### src/rtl/wb_arbiter2_pkg.sv
// Shared constants and types for the two-master Wishbone arbiter.
package wb_arbiter2_pkg;

    localparam int unsigned ADR_W = 32;
    localparam int unsigned DAT_W = 32;
    localparam int unsigned SEL_W = 4;

    // Grant state: idle, or bus owned by master 0 / master 1.
    typedef enum logic [1:0] {
        StIdle = 2'b00,
        StG0   = 2'b01,
        StG1   = 2'b10
    } state_e;

endpackage

### src/rtl/wb_arbiter2_if.sv
// One Wishbone link. "master" is the side that issues cycles, "slave" answers them.
interface wb_arbiter2_if;
    import wb_arbiter2_pkg::*;

    logic [ADR_W-1:0] adr;
    logic [DAT_W-1:0] dat_m;  // master -> slave write data
    logic [DAT_W-1:0] dat_s;  // slave -> master read data
    logic [SEL_W-1:0] sel;
    logic             we;
    logic             stb;
    logic             cyc;
    logic             ack;
    logic             err;

    modport master (
        output adr, dat_m, sel, we, stb, cyc,
        input  dat_s, ack, err
    );

    modport slave (
        input  adr, dat_m, sel, we, stb, cyc,
        output dat_s, ack, err
    );

endinterface

### src/rtl/wb_arbiter2_watchdog.sv
// Per-transfer watchdog: counts cycles a strobe waits for ack and emits a
// one-cycle error pulse when the wait exceeds the budget. TIMEOUT=0 disables it.
module wb_arbiter2_watchdog #(
    parameter int unsigned TIMEOUT = 255,
    parameter int unsigned CNT_W   = 8
) (
    input  logic clk_i,
    input  logic rst_n_i,
    input  logic cyc_i,
    input  logic stb_i,
    input  logic ack_i,
    input  logic clr_i,
    output logic err_o
);

    localparam logic [CNT_W-1:0] Limit  = CNT_W'(TIMEOUT);
    localparam bit               Enable = (TIMEOUT != 0);

    logic [CNT_W-1:0] cnt_q, cnt_d;
    logic             err_q, err_d;
    logic             stall;

    // A stall cycle is a live strobe without ack; an ack in the limit cycle wins.
    assign stall = cyc_i & stb_i & ~ack_i;

    // Next count: anything but a continuing stall clears it; the error pulse
    // lands the cycle after the counter sits at the limit.
    always_comb begin
        cnt_d = '0;
        err_d = 1'b0;
        if (Enable && !clr_i && stall) begin
            if (cnt_q == Limit) begin
                err_d = 1'b1;
            end else begin
                cnt_d = cnt_q + 1'b1;
            end
        end
    end

    // Counter and pulse registers.
    always_ff @(posedge clk_i or negedge rst_n_i) begin
        if (!rst_n_i) begin
            cnt_q <= '0;
            err_q <= 1'b0;
        end else begin
            cnt_q <= cnt_d;
            err_q <= err_d;
        end
    end

    assign err_o = err_q;

endmodule

### src/rtl/wb_arbiter2.sv
// Two-master, one-slave Wishbone arbiter: round-robin on ties, grant locked
// while the owner holds cyc, watchdog error instead of hanging on a dead slave.
module wb_arbiter2
    import wb_arbiter2_pkg::*;
#(
    parameter int unsigned TIMEOUT = 255,
    parameter int unsigned CNT_W   = 8
) (
    input  logic           clk_i,
    input  logic           rst_n_i,
    wb_arbiter2_if.slave   m0_bus,
    wb_arbiter2_if.slave   m1_bus,
    wb_arbiter2_if.master  s_bus
);

    state_e state_q, state_d;
    logic   last_q, last_d;
    logic   grant_chg;
    logic   wd_err;

    // Grant FSM next state; last records the most recent owner for tie-breaks.
    always_comb begin
        state_d = state_q;
        last_d  = last_q;
        unique case (state_q)
            StIdle: begin
                if (m0_bus.cyc && m1_bus.cyc) state_d = last_q ? StG0 : StG1;
                else if (m0_bus.cyc)          state_d = StG0;
                else if (m1_bus.cyc)          state_d = StG1;
            end
            StG0: if (!m0_bus.cyc) state_d = m1_bus.cyc ? StG1 : StIdle;
            StG1: if (!m1_bus.cyc) state_d = m0_bus.cyc ? StG0 : StIdle;
            default: state_d = StIdle;
        endcase
        if (state_d == StG0 && state_q != StG0) last_d = 1'b0;
        if (state_d == StG1 && state_q != StG1) last_d = 1'b1;
    end

    assign grant_chg = (state_d != state_q);

    // Grant register; reset makes m0 the winner of the first tie.
    always_ff @(posedge clk_i or negedge rst_n_i) begin
        if (!rst_n_i) begin
            state_q <= StIdle;
            last_q  <= 1'b1;
        end else begin
            state_q <= state_d;
            last_q  <= last_d;
        end
    end

    // Bus mux from the registered grant; the strobe is withheld in the error cycle.
    always_comb begin
        s_bus.adr    = '0;
        s_bus.dat_m  = '0;
        s_bus.sel    = '0;
        s_bus.we     = 1'b0;
        s_bus.stb    = 1'b0;
        s_bus.cyc    = 1'b0;
        m0_bus.dat_s = s_bus.dat_s;
        m1_bus.dat_s = s_bus.dat_s;
        m0_bus.ack   = 1'b0;
        m0_bus.err   = 1'b0;
        m1_bus.ack   = 1'b0;
        m1_bus.err   = 1'b0;
        unique case (state_q)
            StG0: begin
                s_bus.adr   = m0_bus.adr;
                s_bus.dat_m = m0_bus.dat_m;
                s_bus.sel   = m0_bus.sel;
                s_bus.we    = m0_bus.we;
                s_bus.stb   = m0_bus.stb & ~wd_err;
                s_bus.cyc   = m0_bus.cyc;
                m0_bus.ack  = s_bus.ack & m0_bus.stb & ~wd_err;
                m0_bus.err  = wd_err;
            end
            StG1: begin
                s_bus.adr   = m1_bus.adr;
                s_bus.dat_m = m1_bus.dat_m;
                s_bus.sel   = m1_bus.sel;
                s_bus.we    = m1_bus.we;
                s_bus.stb   = m1_bus.stb & ~wd_err;
                s_bus.cyc   = m1_bus.cyc;
                m1_bus.ack  = s_bus.ack & m1_bus.stb & ~wd_err;
                m1_bus.err  = wd_err;
            end
            default: ;
        endcase
    end

    wb_arbiter2_watchdog #(
        .TIMEOUT (TIMEOUT),
        .CNT_W   (CNT_W)
    ) u_watchdog (
        .clk_i   (clk_i),
        .rst_n_i (rst_n_i),
        .cyc_i   (s_bus.cyc),
        .stb_i   (s_bus.stb),
        .ack_i   (s_bus.ack),
        .clr_i   (grant_chg),
        .err_o   (wd_err)
    );

endmodule

### src/flat_wrapper.sv
// flat-port wrapper written by rule: the top's interface ports become plain ports
module wb_arbiter2_flat import wb_arbiter2_pkg::*;
#(
    parameter int unsigned TIMEOUT = 255,
    parameter int unsigned CNT_W   = 8
)
  (clk_i, rst_n_i, m0_bus_adr, m0_bus_dat_m, m0_bus_sel, m0_bus_we, m0_bus_stb, m0_bus_cyc, m0_bus_dat_s, m0_bus_ack, m0_bus_err, m1_bus_adr, m1_bus_dat_m, m1_bus_sel, m1_bus_we, m1_bus_stb, m1_bus_cyc, m1_bus_dat_s, m1_bus_ack, m1_bus_err, s_bus_adr, s_bus_dat_m, s_bus_sel, s_bus_we, s_bus_stb, s_bus_cyc, s_bus_dat_s, s_bus_ack, s_bus_err);
  wb_arbiter2_if m0_bus_i ();
  wb_arbiter2_if m1_bus_i ();
  wb_arbiter2_if s_bus_i ();
  input  logic clk_i;
  input  logic rst_n_i;
  input wire logic [$bits(m0_bus_i.adr)-1:0] m0_bus_adr;
  input wire logic [$bits(m0_bus_i.dat_m)-1:0] m0_bus_dat_m;
  input wire logic [$bits(m0_bus_i.sel)-1:0] m0_bus_sel;
  input wire logic [$bits(m0_bus_i.we)-1:0] m0_bus_we;
  input wire logic [$bits(m0_bus_i.stb)-1:0] m0_bus_stb;
  input wire logic [$bits(m0_bus_i.cyc)-1:0] m0_bus_cyc;
  output wire logic [$bits(m0_bus_i.dat_s)-1:0] m0_bus_dat_s;
  output wire logic [$bits(m0_bus_i.ack)-1:0] m0_bus_ack;
  output wire logic [$bits(m0_bus_i.err)-1:0] m0_bus_err;
  input wire logic [$bits(m1_bus_i.adr)-1:0] m1_bus_adr;
  input wire logic [$bits(m1_bus_i.dat_m)-1:0] m1_bus_dat_m;
  input wire logic [$bits(m1_bus_i.sel)-1:0] m1_bus_sel;
  input wire logic [$bits(m1_bus_i.we)-1:0] m1_bus_we;
  input wire logic [$bits(m1_bus_i.stb)-1:0] m1_bus_stb;
  input wire logic [$bits(m1_bus_i.cyc)-1:0] m1_bus_cyc;
  output wire logic [$bits(m1_bus_i.dat_s)-1:0] m1_bus_dat_s;
  output wire logic [$bits(m1_bus_i.ack)-1:0] m1_bus_ack;
  output wire logic [$bits(m1_bus_i.err)-1:0] m1_bus_err;
  output wire logic [$bits(s_bus_i.adr)-1:0] s_bus_adr;
  output wire logic [$bits(s_bus_i.dat_m)-1:0] s_bus_dat_m;
  output wire logic [$bits(s_bus_i.sel)-1:0] s_bus_sel;
  output wire logic [$bits(s_bus_i.we)-1:0] s_bus_we;
  output wire logic [$bits(s_bus_i.stb)-1:0] s_bus_stb;
  output wire logic [$bits(s_bus_i.cyc)-1:0] s_bus_cyc;
  input wire logic [$bits(s_bus_i.dat_s)-1:0] s_bus_dat_s;
  input wire logic [$bits(s_bus_i.ack)-1:0] s_bus_ack;
  input wire logic [$bits(s_bus_i.err)-1:0] s_bus_err;
  assign m0_bus_i.adr = m0_bus_adr;
  assign m0_bus_i.dat_m = m0_bus_dat_m;
  assign m0_bus_i.sel = m0_bus_sel;
  assign m0_bus_i.we = m0_bus_we;
  assign m0_bus_i.stb = m0_bus_stb;
  assign m0_bus_i.cyc = m0_bus_cyc;
  assign m0_bus_dat_s = m0_bus_i.dat_s;
  assign m0_bus_ack = m0_bus_i.ack;
  assign m0_bus_err = m0_bus_i.err;
  assign m1_bus_i.adr = m1_bus_adr;
  assign m1_bus_i.dat_m = m1_bus_dat_m;
  assign m1_bus_i.sel = m1_bus_sel;
  assign m1_bus_i.we = m1_bus_we;
  assign m1_bus_i.stb = m1_bus_stb;
  assign m1_bus_i.cyc = m1_bus_cyc;
  assign m1_bus_dat_s = m1_bus_i.dat_s;
  assign m1_bus_ack = m1_bus_i.ack;
  assign m1_bus_err = m1_bus_i.err;
  assign s_bus_adr = s_bus_i.adr;
  assign s_bus_dat_m = s_bus_i.dat_m;
  assign s_bus_sel = s_bus_i.sel;
  assign s_bus_we = s_bus_i.we;
  assign s_bus_stb = s_bus_i.stb;
  assign s_bus_cyc = s_bus_i.cyc;
  assign s_bus_i.dat_s = s_bus_dat_s;
  assign s_bus_i.ack = s_bus_ack;
  assign s_bus_i.err = s_bus_err;
  wb_arbiter2 #(.TIMEOUT(TIMEOUT), .CNT_W(CNT_W)) u_core (.clk_i(clk_i), .rst_n_i(rst_n_i), .m0_bus(m0_bus_i), .m1_bus(m1_bus_i), .s_bus(s_bus_i));
endmodule
### config.mk
export PLATFORM = sky130hd
export DESIGN_NAME = wb_arbiter2_flat
export DESIGN_NICKNAME = d
export VERILOG_FILES = /design/src/rtl/wb_arbiter2_pkg.sv /design/src/rtl/wb_arbiter2_if.sv /design/src/rtl/wb_arbiter2_watchdog.sv /design/src/rtl/wb_arbiter2.sv /design/src/flat_wrapper.sv
export SDC_FILE = /design/constraint.sdc
export NUM_CORES = 1
export LEC_CHECK = 0
export CAP_MARGIN = 5
export CORE_AREA = 2 2 124 126
export CTS_BUF_LIST = sky130_fd_sc_hd__clkbuf_4 sky130_fd_sc_hd__clkbuf_8
export CTS_CLUSTER_DIAMETER = 120
export DETAILED_ROUTE_END_ITERATION = 7
export DIE_AREA = 0 0 126 128
export DONT_BUFFER_PORTS = 1
export PLACE_DENSITY = 0.35
export SLEW_MARGIN = 20
export SYNTH_ARGS = -nofsm -noshare
export SYNTH_HDL_FRONTEND = slang
export SYNTH_SLANG_ARGS = --single-unit
### constraint.sdc
create_clock -name clk_i -period 3.96 [get_ports clk_i]
set_input_delay 0.198 -clock clk_i [delete_from_list [all_inputs] [get_ports clk_i]]
set_output_delay 0.198 -clock clk_i [all_outputs]
set_load 0.1 [all_outputs]
==> summary.md, run 1 <==
| Metric | Value |
|---|---|
| Distinct cells, synth | 36 |
| Share of cells above drive strength 1 | 0.5163 |
| Avg Cell Area, Syn | roughly 7.5 um^2 |
| Worst-Margin Slew | a little under 1 ns |
| WP data required | slightly above 4 ns |
| FF-to-FF Start | u_core.state_q[0]$_DFF_PN0_ |
| Max-cap violations | 0 |
| Sequential share of the synthesized area | 0.1291 |
| Routability congestion estimate | around 0.75 |
| Maximum fanout along the worst path | 36 |
| Critical path type | reg -> reg |
| Worst Hold Path EP | u_core.state_q[1]$_DFF_PN0_ |
| Synth Area in Simple Gates | 0.2801 |
| Most frequent cells in the layout | buf_4, a22oi_1, nor2b_2 |
| H-Tree Depth | 1 |
| Synth async-reset ratio | 1.000 |
| DIE AREA | around 0.016 mm^2 |
| Vias/cell | 4.512 |
| Total number of vias | ~2.2k |
| Lkg Pwr | 1.040 nW |
| I/O Buffers | 0 |
| Routed WL per cell | 19.44 um |
| Deepest clock path buffer count | 2 |
| Commonest non-fill, non-tap cell in the layout | buf_4 |
| CTS tree | done |
| Mapped cell area | between 0.002 and 0.0025 mm^2 |
| Layout net count | around 490 |
| XOR/XNOR Fraction of Synth Area | 0.02250 |
| WHS Path Cells | 2 |
| Period utilisation layout | 0.7296 |
| Fin crit period | approximately 2.9 ns |
| HPWL after DPL | between 8000 and 9000 um |
| Hold crit path type | in -> reg |
| Peak supply drop | ~500 uV |
| CP endpoint kind | flop |
| Status | finished clean |
| HP Start | m0_bus_cyc |
| Clk sinks | 12 |
| Syn-to-layout area delta | 20.67% |
| R2R Path End | u_core.u_watchdog.cnt_q[0]$_DFF_PN0_ |
| CTS Root Cell | clkbuf_8 |
| Slew Limit Headroom | 0.3446 |
| Setup-failing EPs final | 0 |
| Total grt overflow | 0 |
| I/O Pins | between 300 and 400 |
| DRT Pass-1 Iters | 4 |
| Reg clk slew, reported paths | 0.05 ns |
| R2R cell count | 8 |
| Std cell rows | between 40 and 50 |
| Post_cts resized | 0 |
| Effective utilization at floorplan | 0.1572 |
| Post-DRT Antenna Nets | 0 |
| Area of the multi-input gates | approximately 0.0016 mm^2 |
| Startpoint types | flop |
| YS warnings | 0 |
| FF/Latch Area | approximately 300 um^2 |
| Pin count of the biggest net entering global routing | 75 |
| PwrDens | roughly 1300 mW/mm^2 |
| First-pass GRT wire length | roughly 13000 um |
| Main combinational cell family by area after synthesis | simple AND/OR/NAND/NOR gates |
| Cells after Synth | 313 |
| Worst clock skew | 0.0005441 ns |
| Core Footprint | approximately 0.015 mm^2 |
| Total GRT Usage | 0.1035 |
| Total CTS buffers | 3 |
| Number of synthesized flops with an enable pin | 0 |
| Power after layout | approximately 3.8 mW |
| Seq cells post-synth | 12 |
| Ant diodes | 0 |
| Initial DRC Count | about 120 |
| Critical Path AT | just over 3 ns |
| Count of final hold-check violations | 0 |
| WL final | just under 10000 um |
| Initial antenna violation count | 0 |
| Remaining DRCs | 0 |
| Slew Viols, Final | 0 |
| Die X-Extent | about 130 um |
| Setup TNS | 0 ns |
| FMAX | approximately 0.35 GHz |
| Syn_nets | between 400 and 500 |
| RSZ-0062 raised after global routing | false |
| R2r setup slk | approximately 1.1 ns |
| Number of fill cells | roughly 1.7k |
| Mux cell area share after synthesis | 0.004285 |
| Clk_lat worst skew | between 0.2 and 0.25 ns |
| Vias in the first global route | 2096 |
| Synth Area in Compound Gates | 0.2780 |
| Die Ht | 128 um |
| Top_reg_cell synth | dfrtp_1 |
| Adder-Cell Fraction of Synth Area | 0.03214 |
[critical path: stages (launching register included)]
cell and delay (ns):
dfrtp_1 0.49, inv_1 0.18, ha_2 0.66, nor3b_4 0.25
buf_4 0.31, nand3b_1 0.23, nor4b_2 0.30, o21bai_2 0.16
nor3_1 0.20
[synthesized netlist by cell type, types with 2 or more instances]
library cell	count	area (um^2)
a21oi_1	6	30.03
nand2b_1	2	12.51
and4b_1	2	20.02
and2_1	3	18.77
a22o_1	2	17.52
nand3_1	5	25.02
a22oi_1	69	518.0
buf_1	3	11.26
inv_1	5	18.77
xor2_1	2	17.52
a221o_1	2	20.02
nor2b_1	69	431.7
nor3_1	2	10.01
buf_4	65	488.0
nor2_1	12	45.04
nor4_1	3	18.77
dfrtp_1	11	275.3
nand2_1	6	22.52
ha_1	6	75.07
xnor2_1	4	35.03
clkbuf_1	19	71.32
[metrics by stage]
| step | hold WS [ns] | std cells | setup slack (ns) | util | area (um^2) |
|---|---|---|---|---|---|
| floorplan | -0.09759 | 313 | 0.3813 | - | 2336 |
| global placement | -0.09726 | 489 | 1.111 | 0.1853 | 2754 |
| detailed placement | -0.09729 | 489 | 1.004 | 0.1853 | 2754 |
| CTS | 0.1266 | 494 | 1.002 | 0.1896 | 2819 |
| global route | 0.1585 | 494 | 0.7754 | 0.1896 | 2819 |
| finish | 0.1269 | 494 | 1.071 | 0.1896 | 2819 |
[worst max path at each step]
stage	depth (start not counted)	slack [ns]	end	from
3_3_place_gp	8	1.11	u_core.u_watchdog.cnt_q[5]$_DFF_PN0_	u_core.state_q[1]$_DFF_PN0_
5_1_grt	8	0.78	u_core.u_watchdog.cnt_q[0]$_DFF_PN0_	u_core.state_q[1]$_DFF_PN0_
6_report	8	1.07	u_core.u_watchdog.cnt_q[0]$_DFF_PN0_	u_core.state_q[0]$_DFF_PN0_
3_5_place_dp	8	1.00	u_core.u_watchdog.cnt_q[0]$_DFF_PN0_	u_core.state_q[0]$_DFF_PN0_
2_1_floorplan	7	0.38	u_core.u_watchdog.cnt_q[5]$_DFF_PN0_	u_core.state_q[0]$_DFF_PN0_
4_1_cts	8	1.00	u_core.u_watchdog.cnt_q[0]$_DFF_PN0_	u_core.state_q[0]$_DFF_PN0_
[layer usage]
| metal | vias to the layer above | GRT usage | wire length (um) |
|---|---|---|---|
| met5 | - | 0.05263 | 118 |
| met4 | 2 | 0.01745 | 93 |
| met3 | 15 | 0.06344 | 1524 |
| met2 | 158 | 0.1569 | 4361 |
| met1 | 1020 | 0.1230 | 3505 |
| li1 | 1034 | - | - |
[logic make-up (layout without fill, tap and decap cells)]
logic type               Yosys count  in the layout
buffers and inverters             93             86
flip-flops                        12             12
adder cells (fa/ha/maj)            6              6
AND/OR/NAND/NOR                  109            109
XOR/XNOR                           6              6
AO/OA/AOI/OAI                     86             86
multiplexers                       1              1
[sequential cells by signal, summed over array words and instances, names as in the netlist]
signal and cells:
u_core.u_watchdog.err_o 1, u_core.u_watchdog.cnt_q 8, u_core.state_q 2, u_core.last_q 1
[what timing repair did]
action | CTS | global route
endpoints found under the hold margin | 12 | 0
hold buffers | 1 | 0
setup buffers | 0 | 0
[report_power, final]
| part | total, mW | switching, mW | internal, mW |
|---|---|---|---|
| sequential | 0.164 | 0.0226 | 0.142 |
| clock | 0.133 | 0.0454 | 0.0878 |
| combinational | 3.50 | 2.62 | 0.888 |
| total | 3.80 | 2.68 | 1.12 |
[area by class of cell]
type / instances / share of cell area
multi-input combinational: 208 / 0.5788
timing repair buffer: 76 / 0.2033
sequential: 12 / 0.1070
tap: 188 / 0.08344
clock buffer: 4 / 0.01953
inverter: 6 / 0.007989
Power figures use the tool's default switching activity.
==> run 2, diff against run 1 <==
--- a/config.mk
+++ b/config.mk
@@ -12,7 +12,7 @@
 export DETAILED_ROUTE_END_ITERATION = 7
 export DIE_AREA = 0 0 126 128
 export DONT_BUFFER_PORTS = 1
-export PLACE_DENSITY = 0.35
+export PLACE_DENSITY = 0.36
 export SLEW_MARGIN = 20
 export SYNTH_ARGS = -nofsm -noshare
 export SYNTH_HDL_FRONTEND = slang
==> constraint.sdc (replaced) <==
create_clock -name clk_i -period 2.5 [get_ports clk_i]
set_input_delay 0.125 -clock clk_i [delete_from_list [all_inputs] [get_ports clk_i]]
set_output_delay 0.125 -clock clk_i [all_outputs]
set_load 0.1 [all_outputs]
==> run 2 against run 1 <==
Effect of this change: utilization is 1.1 points higher; hold slack got worse by 0.064 ns; cell area grew 5.9%; register-to-register slack worse by 0.73 ns.
==> summary.md, run 2 (same netlist as run 1, synthesis figures left out) <==
| Metric | Value |
|---|---|
| Die Ht | 128 um (unchanged) |
| Total number of vias | 2224 (-0.22%) |
| Critical path type | reg -> out |
| Worst path max stage delay | 0.46 ns (-0.20 ns) |
| Max reg flops | 8 (unchanged) |
| Worst-Margin Slew | 0.5560 ns (-0.4263 ns) |
| Initial DRC Count | 77 (-35%) |
| Count of final hold-check violations | 0 (unchanged) |
| Share of cells above drive strength 1 | 0.5402 (+0.02385) |
| Layout Cells excl Fill | 499 (+1.0%) |
| I/O Buffers | 0 (unchanged) |
| Reg clk slew, reported paths | 0.05 ns (about the same) |
| Startpoint types | flop |
| WHS Path Cells | 2 (unchanged) |
| HPWL after DPL | 6522 um (-20%) |
| Total GRT Usage | 0.08240 (-0.02113) |
| Total grt overflow | 0 (unchanged) |
| Hold crit path type | in -> reg |
| Critical path cell sequence | inv_2 > ha_2 > buf_4 > a22oi_1 > nor2b_2 > buf_4 |
| RSZ-0062 raised after global routing | false |
| DRT Pass-1 Iters | 4 (unchanged) |
| Most frequent cells in the layout | buf_4, a22oi_1, nor2b_2 |
| First-pass GRT wire length | 10690 um (-16%) |
| Remaining DRCs | 0 (unchanged) |
| Final Util | 0.2009 (+0.01128) |
| Std cell rows | 45 (unchanged) |
| Die X-Extent | 126 um (unchanged) |
| Ant diodes | 0 (unchanged) |
| HP Start | m0_bus_cyc |
| Area of the multi-input gates | 0.001663 mm^2 (+1.9%) |
| Layout net count | 496 (+1.0%) |
| Core Footprint | 0.01486 mm^2 (unchanged) |
| Total CTS buffers | 3 (unchanged) |
| CTS tree | done |
| Routability congestion estimate | 0.7403 (-1.9%) |
| Worst clock skew | 0.005562 ns (+0.005018 ns) |
| Placed Cells | 494 (+1.0%) |
| Initial antenna violation count | 0 (unchanged) |
| Slowest-stage cell, CP | dfrtp_2 |
| Post-DRT Antenna Nets | 0 (unchanged) |
| Routed WL per cell | 15.73 um (-19%) |
| Clk_lat worst skew | 0.24 ns (about the same) |
| WL final | 7851 um (-18%) |
| Worst Hold Path EP | u_core.state_q[1]$_DFF_PN0_ |
| Vias/cell | 4.457 (-1.2%) |
| CTS Root Cell | clkbuf_8 |
| WP data required | 2.38 ns (-1.74 ns) |
| Vias in the first global route | 2015 (-3.9%) |
| H-Tree Depth | 1 (unchanged) |
| Reg with most FFs | u_core.u_watchdog.cnt_q |
| Setup-failing EPs final | 0 (unchanged) |
| Period utilisation layout | 0.9035 |
| FF-to-FF Start | u_core.state_q[1]$_DFF_PN0_ |
| CP most frequent cell | buf_4 |
| R2R Path End | u_core.u_watchdog.cnt_q[5]$_DFF_PN0_ |
| Largest regs | u_core.u_watchdog.cnt_q (8), u_core.state_q (2) |
| Commonest non-fill, non-tap cell in the layout | buf_4 |
| Pin count of the biggest net entering global routing | 54 (-28%) |
| Number of fill cells | 1665 (-2.4%) |
| Post_cts resized | 0 (unchanged) |
| Fin crit period | between 2 and 2.5 ns |
| Clk sinks | 12 (unchanged) |
| Deepest clock path buffer count | 2 (unchanged) |
| Syn-to-layout area delta | 27.85% |
| Slew Viols, Final | 0 (unchanged) |
| FMAX | roughly 0.44 GHz |
| Critical Path AT | 2.13 ns (-0.92 ns) |
| Max-cap violations | 0 (unchanged) |
| R2r setup slk | 0.34 ns (-0.73 ns) |
| FF/Latch Area | 304.0 um^2 (+0.83%) |
| R2R cell count | 7 (-1) |
| Slew Limit Headroom | 0.6281 (+0.2835) |
| Status | finished clean |
| DIE AREA | 0.01613 mm^2 (unchanged) |
| I/O Pins | 317 (unchanged) |
| Effective utilization at floorplan | 0.1572 (unchanged) |
| Maximum fanout along the worst path | 43 (+19%) |
| CP endpoint kind | output pin |
-- run 2: changes by cell type in the layout (fill, tap and decap cells not counted), moves of 2 or more --
cell / previous run / this run
buf_12: 0 / 8
buf_4: 75 / 72
dfrtp_1: 11 / 9
dfrtp_2: 0 / 2
ha_2: 3 / 1
ha_4: 0 / 2
inv_1: 5 / 3
-- run 2: repair_timing --
action | in CTS | in global routing
endpoints found under the hold margin | 12 | 0
hold buffers | 1 | 0
buffers inserted | 0 | 0
-- run 2: critical path: cells and delay by family (launching register included) --
| kind | cells | cell delay [ns] |
|---|---|---|
| compound gates | 1 | 0.20 |
| fa+ha+maj | 1 | 0.24 |
| buf+inv | 3 | 0.82 |
| flops | 1 | 0.46 |
| simple gates | 1 | 0.14 |
-- run 2: per-layer routing --
layer	global-route usage	share of wire	routed length, um
met1	0.09684	0.37	2893
met5	0	0	0
met3	0.01836	0.098	768
met2	0.1562	0.52	4118
met4	0.01099	0.0090	71
-- run 2: area by class of cell --
cell class                 count  share of cell area
multi-input combinational    208              0.5568
inverter                       6            0.008379
tap                          188             0.07876
sequential                    12              0.1018
clock buffer                   4             0.01634
timing repair buffer          81              0.2380
-- run 2: metrics by stage --
stage | instance area (um^2) | setup WS [ns] | hold WS [ns] | setup TNS (ns)
3_5_place_dp | 2928 | 0.2845 | -0.1702 | 0
2_1_floorplan | 2560 | -0.2418 | -0.1706 | -1.147
4_1_cts | 2987 | 0.2022 | 0.05753 | 0
6_report | 2987 | 0.2412 | 0.06255 | 0
5_1_grt | 2987 | 0.08739 | 0.08072 | 0
3_3_place_gp | 2928 | 0.3669 | -0.1703 | 0
-- run 2: worst max-delay path by stage --
| stage | startpoint | end | slack (ns) |
|---|---|---|---|
| 2_1_floorplan | u_core.state_q[0]$_DFF_PN0_ | u_core.u_watchdog.cnt_q[5]$_DFF_PN0_ | -0.24 |
| 3_3_place_gp | u_core.state_q[0]$_DFF_PN0_ | u_core.u_watchdog.cnt_q[5]$_DFF_PN0_ | 0.37 |
| 3_5_place_dp | u_core.state_q[1]$_DFF_PN0_ | u_core.u_watchdog.cnt_q[5]$_DFF_PN0_ | 0.28 |
| 4_1_cts | u_core.state_q[1]$_DFF_PN0_ | s_bus_sel[1] | 0.20 |
| 5_1_grt | u_core.state_q[1]$_DFF_PN0_ | s_bus_sel[1] | 0.09 |
| 6_report | u_core.state_q[1]$_DFF_PN0_ | s_bus_dat_m[15] | 0.24 |
Power of run 2 is not shown: default switching activity piles up to over one toggle a cycle in this logic, so the estimate is an artifact.
